<file path="src/rtl/eif_aer_pkg.sv">
// eif_aer_pkg
//   Shared definitions for the spike address-event path behind eif_neuron.
//   - evt_type_e : type bit carried in the MSB of every event word
//   - evt_word_w : event word width for a given timestamp width
//   - DROP_CNT_W : width of the optional lost-event counter
package eif_aer_pkg;

  typedef enum logic {
    EVT_SPIKE = 1'b0,
    EVT_WRAP  = 1'b1
  } evt_type_e;

  localparam int DROP_CNT_W = 8;

  // One type bit on top of the timestamp field.
  function automatic int evt_word_w(input int ts_w);
    return ts_w + 1;
  endfunction

endpackage

</file>
<file path="src/rtl/spike_evt_fifo.sv">
// spike_evt_fifo
//   Synchronous FIFO for AER event words with a registered head.
//   The head register is loaded at the same edge that makes an entry the
//   oldest one, so the word is visible the cycle after it is written.
// Ports:
//   clk, rst_n        clock, asynchronous active-low reset (pointers, count, head)
//   push, push_data   write request and word; ignored when full unless popping
//   pop               remove the head entry; ignored when empty
//   full, empty       occupancy flags
//   level             number of stored entries (0..DEPTH)
//   head              oldest entry; keeps its last value when empty
module spike_evt_fifo #(
  parameter int WIDTH = 9,
  parameter int DEPTH = 8
) (
  input  logic                    clk,
  input  logic                    rst_n,
  input  logic                    push,
  input  logic [WIDTH-1:0]        push_data,
  input  logic                    pop,
  output logic                    full,
  output logic                    empty,
  output logic [$clog2(DEPTH):0]  level,
  output logic [WIDTH-1:0]        head
);

  localparam int            AW         = $clog2(DEPTH);
  localparam logic [AW:0]   FULL_LEVEL = (AW+1)'(DEPTH);

  logic [WIDTH-1:0] mem [DEPTH];
  logic [AW-1:0]    wr_ptr;
  logic [AW-1:0]    rd_ptr;
  logic [AW-1:0]    rd_ptr_nxt;
  logic             push_ok;
  logic             pop_ok;
  logic [AW:0]      remaining;

  assign full       = (level == FULL_LEVEL);
  assign empty      = (level == '0);
  assign pop_ok     = pop & ~empty;
  // A full FIFO still takes a word when a pop frees a slot at the same edge.
  assign push_ok    = push & (~full | pop_ok);
  assign rd_ptr_nxt = rd_ptr + AW'(1);
  // Entries left over from before this edge once the pop is applied.
  assign remaining  = level - (AW+1)'(pop_ok);

  // Storage array, no reset needed: validity is tracked by level.
  always_ff @(posedge clk) begin
    if (push_ok) begin
      mem[wr_ptr] <= push_data;
    end
  end

  // Pointers, occupancy and the registered head word.
  always_ff @(posedge clk or negedge rst_n) begin
    if (!rst_n) begin
      wr_ptr <= '0;
      rd_ptr <= '0;
      level  <= '0;
      head   <= '0;
    end else begin
      if (push_ok) begin
        wr_ptr <= wr_ptr + AW'(1);
      end
      if (pop_ok) begin
        rd_ptr <= rd_ptr_nxt;
      end
      level <= remaining + (AW+1)'(push_ok);
      // Nothing older survives: the incoming word becomes the head directly.
      if (push_ok && (remaining == '0)) begin
        head <= push_data;
      end else if (pop_ok && (remaining != '0)) begin
        head <= mem[rd_ptr_nxt];
      end
    end
  end

endmodule

</file>
<file path="src/rtl/spike_aer_encoder.sv">
// spike_aer_encoder
//   Time-stamps every cycle in which eif_neuron's spike output is high,
//   queues {type, timestamp} event words and streams them out on a
//   valid/ready interface. A wrap-marker word {EVT_WRAP, 0} is queued after
//   each timestamp rollover so the reader can rebuild absolute time.
// Ports:
//   clk, rst_n           clock, asynchronous active-low reset
//   spike                spike level; each high cycle is one event
//   out_valid/out_ready  output handshake, word taken when both are high
//   out_data             {type, timestamp}, held while waiting for out_ready
//   level                current FIFO occupancy
//   overflow             sticky flag, set when any event is lost
//   drop_cnt             saturating lost-event count (only with the option)
// Build option:
//   SPIKE_AER_DROP_CNT_EN adds drop_cnt; overflow is then drop_cnt != 0.
module spike_aer_encoder
  import eif_aer_pkg::*;
#(
  parameter int TS_W  = 8,
  parameter int DEPTH = 8
) (
  input  logic                          clk,
  input  logic                          rst_n,
  input  logic                          spike,
  output logic                          out_valid,
  input  logic                          out_ready,
  output logic [evt_word_w(TS_W)-1:0]   out_data,
  output logic [$clog2(DEPTH):0]        level,
`ifdef SPIKE_AER_DROP_CNT_EN
  output logic [DROP_CNT_W-1:0]         drop_cnt,
`endif
  output logic                          overflow
);

  localparam int EW = evt_word_w(TS_W);

  logic [TS_W-1:0] ts;
  logic            wrap_req;
  logic            wrap_pend;
  logic            pop;
  logic            can_push;
  logic            fifo_full;
  logic            fifo_empty;
  logic            push;
  logic [EW-1:0]   push_data;
  logic            mark_write;
  logic            spike_drop;
  logic            mark_drop;

  assign wrap_req  = &ts;
  assign out_valid = ~fifo_empty;
  assign pop       = out_valid & out_ready;
  assign can_push  = ~fifo_full | pop;

  // Write arbitration: a spike always wins the single write slot; a pending
  // marker only goes in on a spike-free cycle with room in the FIFO.
  always_comb begin
    push       = 1'b0;
    push_data  = '0;
    mark_write = 1'b0;
    spike_drop = 1'b0;
    if (spike) begin
      push       = can_push;
      push_data  = {EVT_SPIKE, ts};
      spike_drop = ~can_push;
    end else if (wrap_pend && can_push) begin
      push       = 1'b1;
      push_data  = {EVT_WRAP, {TS_W{1'b0}}};
      mark_write = 1'b1;
    end
    // Only one marker can be outstanding; a second rollover before the first
    // marker is written loses the new one.
    mark_drop = wrap_req & wrap_pend & ~mark_write;
  end

  // Free-running timestamp and the outstanding wrap-marker request.
  always_ff @(posedge clk or negedge rst_n) begin
    if (!rst_n) begin
      ts        <= '0;
      wrap_pend <= 1'b0;
    end else begin
      ts <= ts + TS_W'(1);
      if (wrap_req) begin
        wrap_pend <= 1'b1;
      end else if (mark_write) begin
        wrap_pend <= 1'b0;
      end
    end
  end

`ifdef SPIKE_AER_DROP_CNT_EN
  logic [1:0]          drop_inc;
  logic [DROP_CNT_W:0] drop_sum;

  // A spike and a marker can both be lost in the same cycle.
  assign drop_inc = {1'b0, spike_drop} + {1'b0, mark_drop};
  assign drop_sum = {1'b0, drop_cnt} + {{(DROP_CNT_W-1){1'b0}}, drop_inc};

  // Saturating lost-event counter.
  always_ff @(posedge clk or negedge rst_n) begin
    if (!rst_n) begin
      drop_cnt <= '0;
    end else if (drop_sum[DROP_CNT_W]) begin
      drop_cnt <= '1;
    end else begin
      drop_cnt <= drop_sum[DROP_CNT_W-1:0];
    end
  end

  assign overflow = (drop_cnt != '0);
`else
  // Sticky loss flag, cleared only by reset.
  always_ff @(posedge clk or negedge rst_n) begin
    if (!rst_n) begin
      overflow <= 1'b0;
    end else if (spike_drop || mark_drop) begin
      overflow <= 1'b1;
    end
  end
`endif

  spike_evt_fifo #(
    .WIDTH (EW),
    .DEPTH (DEPTH)
  ) u_fifo (
    .clk       (clk),
    .rst_n     (rst_n),
    .push      (push),
    .push_data (push_data),
    .pop       (pop),
    .full      (fifo_full),
    .empty     (fifo_empty),
    .level     (level),
    .head      (out_data)
  );

endmodule
</file>
<file path="config.mk">
export PLATFORM = sky130hd
export DESIGN_NAME = spike_aer_encoder
export DESIGN_NICKNAME = d
export VERILOG_FILES = /design/src/rtl/eif_aer_pkg.sv /design/src/rtl/spike_evt_fifo.sv /design/src/rtl/spike_aer_encoder.sv
export SDC_FILE = /design/constraint.sdc
export NUM_CORES = 1
export LEC_CHECK = 0
export ABC_AREA = 1
export CAP_MARGIN = 20
export CORE_MARGIN = 2
export CORE_UTILIZATION = 55
export CTS_CLUSTER_SIZE = 12
export DETAILED_ROUTE_END_ITERATION = 10
export GPL_ROUTABILITY_DRIVEN = 0
export PLACE_DENSITY = 0.81
export SETUP_SLACK_MARGIN = 0.15
export SYNTH_ARGS = -nofsm -noshare
export SYNTH_HDL_FRONTEND = slang
export SYNTH_SLANG_ARGS = --single-unit
</file>
<file path="constraint.sdc">
create_clock -name clk -period 2.26 [get_ports clk]
set_input_delay 0.452 -clock clk [delete_from_list [all_inputs] [get_ports clk]]
set_output_delay 0.452 -clock clk [all_outputs]
set_load 0.005 [all_outputs]
</file>
# Word level (Yosys, flattened, before mapping)

Memories as Yosys holds them, arrays and structs flattened.
Index checks and enable logic that the tools add are counted.

Reduce and logical (&&, ||, !) cells: 10
Eq/ne operators: 1
Add/subtract/negate cells: 5
Multiplexer cells: 12
Bitwise operators: 11

Operators with widths:

| operator              | number |
|---|---|
| $mux W9               | 4 |
| $add A8 B1 Y8 const B | 1 |
| $logic_not A4 Y1      | 2 |
| $mux W1               | 8 |
| $reduce_and A8 Y1     | 1 |
| $add A3 B1 Y3 const B | 2 |
| $and A1 B1 Y1         | 5 |
| $add A4 B1 Y4         | 1 |
| $eq A4 B4 Y1 const B  | 1 |
| $not A1 Y1            | 4 |
| $reduce_bool A2 Y1    | 2 |
| $reduce_bool A4 Y1    | 1 |
| $sub A4 B1 Y4         | 1 |
| $logic_and A1 B1 Y1   | 3 |
| $or A1 B1 Y1          | 2 |
| $logic_or A1 B1 Y1    | 1 |

Logic and storage cells: 47
Flip-flop bits (word level): 29
Memories: 1
RAM bits: 72
Output and inout port bits: 15
Input port bits: 4

Memories:

| name       | words | width | rd ports | clocked after Yosys merged registers in | write ports | line                 | source |
|---|---|---|---|---|---|---|---|
| u_fifo.mem | 8     | 9     | 1        | 0                                       | 1           | spike_evt_fifo.sv:30 | `logic [WIDTH-1:0] mem [DEPTH];` |

# Logic depth before layout (Yosys ltp)

Depth after elaboration: 10
Gate-level depth with buffers: 17
Depth with buffers taken out: 17

# Hierarchy

A second synthesis with hierarchy kept.

Cell total of the unflattened synthesis: 531
Area total of the unflattened synthesis: 4820.9 um^2

By module, submodules not included:

| module            | cells an instance | area each (um^2) | sequential area each (um^2) | instances |
|---|---|---|---|---|
| spike_evt_fifo    | 454               | 4264.1           | 2637.5                      | 1 |
| spike_aer_encoder | 77                | 556.8            | 250.2                       | 1 |

# Worst setup path before layout

No wires, ideal clock.

Path type: flip-flop to flip-flop
Start point: register u_fifo.level[0]
End point: register u_fifo.head[1]
Data required time: 2144 ps
Stages on the path, launching flop included: 14
Setup slack: 67 ps
Path buffers: 0
Arrival: 2077 ps
Period minus slack after synthesis: 2193 ps
Setup time: 116 ps
Cell sequence: dfrtp_1 -> nor2_2 -> nand3_2 -> nand2_1 -> inv_4 -> ha_1 -> ha_1 -> nand2_1 -> nor2_8 -> nand3_4 -> nand2_8 -> inv_8 -> nand2_2 -> nand2_2

Elaborated cells on any way between the ends: 19
Classes of those cells: add/sub (1); eq/ne (1); mux (3); bitwise (7); reduce/logical (7)

RTL lines:

| element                                              | line                                       | source |
|---|---|---|
| start, declared                                      | spike_evt_fifo.sv:23                       | `output logic [$clog2(DEPTH):0] level,` |
| start signal, assigned                               | spike_evt_fifo.sv:68                       | `level <= remaining + (AW+1)'(push_ok);` |
| $logic_not A4 Y1 (*)                                 | spike_evt_fifo.sv:39                       | `assign empty = (level == '0);` |
| $not A1 Y1 (*)                                       | spike_aer_encoder.sv:51                    | `assign out_valid = ~fifo_empty;` |
| named net out_valid                                  | spike_aer_encoder.sv:25                    | `output logic out_valid,` |
| $and A1 B1 Y1                                        | spike_aer_encoder.sv:52                    | `assign pop = out_valid & out_ready;` |
| $and A1 B1 Y1 (*)                                    | spike_evt_fifo.sv:40                       | `assign pop_ok = pop & ~empty;` |
| named net u_fifo.pop_ok                              | spike_evt_fifo.sv:35                       | `logic pop_ok;` |
| $sub A4 B1 Y4 / $or A1 B1 Y1 (equally long branches) | spike_evt_fifo.sv:45, spike_evt_fifo.sv:42 |  |
| $logic_not A4 Y1, or another cell as far along       | spike_evt_fifo.sv:70                       | `if (push_ok && (remaining == '0)) begin` |
| $logic_and A1 B1 Y1, on equally long branches        | spike_evt_fifo.sv:70, spike_evt_fifo.sv:72 |  |
| $mux W9 / $reduce_bool A2 Y1 (equally long branches) | --                                         |  |
| end signal, assigned                                 | spike_evt_fifo.sv:71                       | `head <= push_data;` |
| end signal, assigned                                 | spike_evt_fifo.sv:73                       | `head <= mem[rd_ptr_nxt];` |
| end, declared                                        | spike_evt_fifo.sv:24                       | `output logic [WIDTH-1:0] head` |

Mark *: on every way through the listed nets, which the timed path passes. The rest lies on a longest branch.
A chain may end at the register's enable or synchronous reset.

# Worst setup path after layout

Start point: register u_fifo.level[0]
End point: register u_fifo.head[3]

Elaborated cells on any way between the ends: 19
Classes of those cells: add/sub (1); eq/ne (1); mux (3); bitwise (7); reduce/logical (7)

RTL lines:

| element                                              | line |
|---|---|
| $logic_not A4 Y1 (*)                                 | spike_evt_fifo.sv:39 |
| $not A1 Y1 (*)                                       | spike_evt_fifo.sv:40, spike_aer_encoder.sv:51 |
| $and A1 B1 Y1                                        | spike_aer_encoder.sv:52 |
| $and A1 B1 Y1 (*)                                    | spike_evt_fifo.sv:40 |
| named net u_fifo.pop_ok                              | spike_evt_fifo.sv:35 |
| $sub A4 B1 Y4 / $or A1 B1 Y1 (equally long branches) | spike_evt_fifo.sv:45, spike_evt_fifo.sv:42 |
| $logic_not A4 Y1, or another cell as far along       | spike_evt_fifo.sv:70 |
| $logic_and A1 B1 Y1, on equally long branches        | spike_evt_fifo.sv:70, spike_evt_fifo.sv:72 |
| $mux W9 / $reduce_bool A2 Y1 (equally long branches) | -- |

Marked as above.

==> run metrics <==
final std cells w/o fill=652; post-detail-place hpwl=6.84 mm; Critical Path Sink Type=register; vias in the first global route=3396; Die Wd=96.9 µm; DR iter-0 viols=274; vias per cell=5.25; Fmax=460 MHz; Clk network pwr share=0.145; Sw Share=0.425; Final Max Tran Viols=0; full die area=9390 µm²; FF+latch area=2890 µm²; Hold Vio Cnt, Final=0; initial core utilization=0.572; xor/xnor share of the synthesized area=0.0203; Initial DRT Pass Iterations=5; post-synth top area share=0.455; WHS=458 ps; Core Util, Final=0.662; Async SR Flop Fraction=0.287; CTS tree=yes; main area contributors after synthesis=edfxtp_1 46%, dfrtp_1 15%, nand2_1 12%, inv_1 6.2%, nand3_1 5.0%; Port Buffers=18; area delta synth->final=15.8%; FF-to-FF path depth=17; reg2reg end=u_fifo.head[3]$_DFFE_PN0P_; CP arrival=2500 ps; Setup WS post-layout=85.3 ps; Tmin final=2170 ps; total CTS buffers=9; sequential fraction of the synthesis area=0.608; # clock sinks=101; average size of a mapped cell=9.65 µm²; fraction of final layout cells with drive strength greater than 1=0.179; Post-Synth Simple-Gate Area=0.249; post-synth top area cell=edfxtp_1; Placement Setup Slack=-229 ps; maximum VDD drop=0.000669 V; Startpoint Class=register; Antenna Nets Post-Route=0; Fillers=607; cell count after placement=630; Syn Std Cell Area=4750 µm²; clk_lat worst skew=370 ps; status=finished, final reports clean; CP Max Fanout=8; DRC=0; DR WL/cell=15.6 µm; multiplexer share of the synthesized area=0; grt ovf=0; Pwr Density=1360 nW/µm²; Setup Viol. Count Final=0; largest family of logic cells by synthesized area=simple AND/OR/NAND/NOR gates; number of synthesized flops with an enable pin=72; top post-synthesis cells by count=156 x nand2_1, 78 x inv_1, 72 x edfxtp_1; Pint=4290 µW; Chip Height=96.9 µm; Synth Area in Compound Gates=0.0127; flops & latches, synth=101; initial antenna violation count=0; Rel. slew slack=0.733; Least-Margin Pin Slew=400 ps; Clock Pin Slew Worst Setup and Hold Paths=100 ps; Synth Flop Type=edfxtp_1; worst endpoint required time=2580 ps; most frequent cell after synthesis=nand2_1; Via Count=3422; largest net degree at the start of global routing=38; Tcrit/Tclk final=0.962; unique cell type count in the Yosys netlist=30; register share of total power=0.350; Leak=0.00261 µW; FF-to-FF setup slack=90 ps; Setup Crit Path Kind=register to register; multi-input logic area=1520 µm²; All-Layer GR Usage=0.222; synth warn=0; global-route wire length before repair=16.2 mm; Cells after Synth=492; post-synthesis adder-cell area fraction=0.0185; row cnt=33; Post-Syn Nets=503; Post-Route WL=10.2 mm; beginning of the worst register-to-register path=u_fifo.level[0]$_DFF_PN0_; skew final=12.9 ps; NumNets Final=553; # hold bufs at CTS=0; Root Buffer=clkbuf_8; RSZ-0062 raised after global routing=yes; I/O pin count=19; Core Area=8300 µm²; CTS H-tree depth=3; Net Switching=3160 µW; Gate power share=0.505; worst-case clock buffer depth=2; Hold Crit Class=input port to asynchronous set/reset pin; n_diodes=0; max-cap viol count=0
==> flip-flops by register name, summed over array words and instances, names as in the netlist <==
| name | count |
|---|---|
| wrap_pend | 1 |
| u_fifo.mem | 72 |
| u_fifo.level | 4 |
| u_fifo.rd_ptr | 3 |
| u_fifo.wr_ptr | 3 |
| overflow | 1 |
| ts | 8 |
| u_fifo.head | 9 |
==> stage by stage <==
| stage | TNS, ps | area (µm²) | total power, µW |
|---|---|---|---|
| 2_1_floorplan | 0 | 4760 | 4970 |
| 3_3_place_gp | -1490 | 5190 | 5950 |
| 3_5_place_dp | -2590 | 5190 | 6110 |
| 4_1_cts | 0 | 5410 | 7240 |
| 5_1_grt | -113 | 5500 | 7960 |
| 6_report | 0 | 5500 | 7450 |
==> power groups by stage <==
stage	clock (µW)	combinational (µW)	sequential (µW)
2_1_floorplan	0	2360	2610
3_3_place_gp	0	3320	2630
3_5_place_dp	0	3450	2650
4_1_cts	1070	3560	2600
5_1_grt	1150	4170	2640
6_report	1080	3760	2610
==> placed cells by master, fill, tap and decap left out, types with 8 or more instances in the layout <==
cell type          n
edfxtp_1          72
nand2_1          151
o21ai_0           11
nand2_2           19
buf_4             33
xor2_1             8
dfrtp_1           29
clkbuf_8          11
clkdlybuf4s50_1   18
nor2_1            27
inv_1             76
nand3_1           45
==> worst max path at each step <==
stage	slack, ps	endpoint	from
after floorplan	170	u_fifo.head[1]$_DFFE_PN0P_	u_fifo.level[0]$_DFF_PN0_
after global placement	-120	u_fifo.head[5]$_DFFE_PN0P_	out_ready
after detailed placement	-230	u_fifo.head[3]$_DFFE_PN0P_	out_ready
after CTS	160	u_fifo.head[3]$_DFFE_PN0P_	u_fifo.level[1]$_DFF_PN0_
after global routing	-20	u_fifo.head[5]$_DFFE_PN0P_	u_fifo.level[0]$_DFF_PN0_
final	90	u_fifo.head[3]$_DFFE_PN0P_	u_fifo.level[0]$_DFF_PN0_
==> metal layers <==
| layer | vias to the layer above | wire length [µm] | GRT usage |
|---|---|---|---|
| met5 | - | 0 | 0 |
| met4 | 0 | 246 | 0.0888 |
| met3 | 22 | 686 | 0.0462 |
| met2 | 141 | 5220 | 0.381 |
| met1 | 1624 | 4010 | 0.276 |
| li1 | 1635 | - | - |
==> timing repair <==
item | CTS | global route
endpoints found under the setup margin | 9 | 9
resized for setup | 3 | 13
setup buffers | 1 | 4
pin swaps | 2 | 9
cloned | 1 | 0
==> kinds of logic (layout without fill, tap and decap cells) <==
family	Yosys count	count (layout)
xor gates and xnor gates	11	11
DFF	101	101
buffers and inverters	99	153
adders and majority gates	7	7
and+or+nand+nor	262	263
AOI/OAI and AO/OA	12	12
==> worst max-delay path: stages, from the launching register on <==
cell     delay [ps]
dfrtp_1         410
nor2_2          200
nand3_2         140
nand2_4         100
inv_4            40
ha_4            160
ha_4            160
inv_2            50
nand2_2          60
nand2_4          90
inv_4            50
nor2_8          160
nand2_4          90
nand2_8         110
nand2_8          80
inv_8            90
nand2_2          60
nand2_2          50
==> cell type report <==
| class | count | share of cell area |
|---|---|---|
| clock buffers | 11 | 0.0276 |
| clock inverters | 5 | 0.00638 |
| inverters | 86 | 0.0624 |
| multi-input cells | 293 | 0.276 |
| flip-flops and latches | 101 | 0.526 |
| well taps | 105 | 0.0239 |
| repair buffers | 51 | 0.0779 |
No activity file was read; power rests on OpenSTA's default activity.
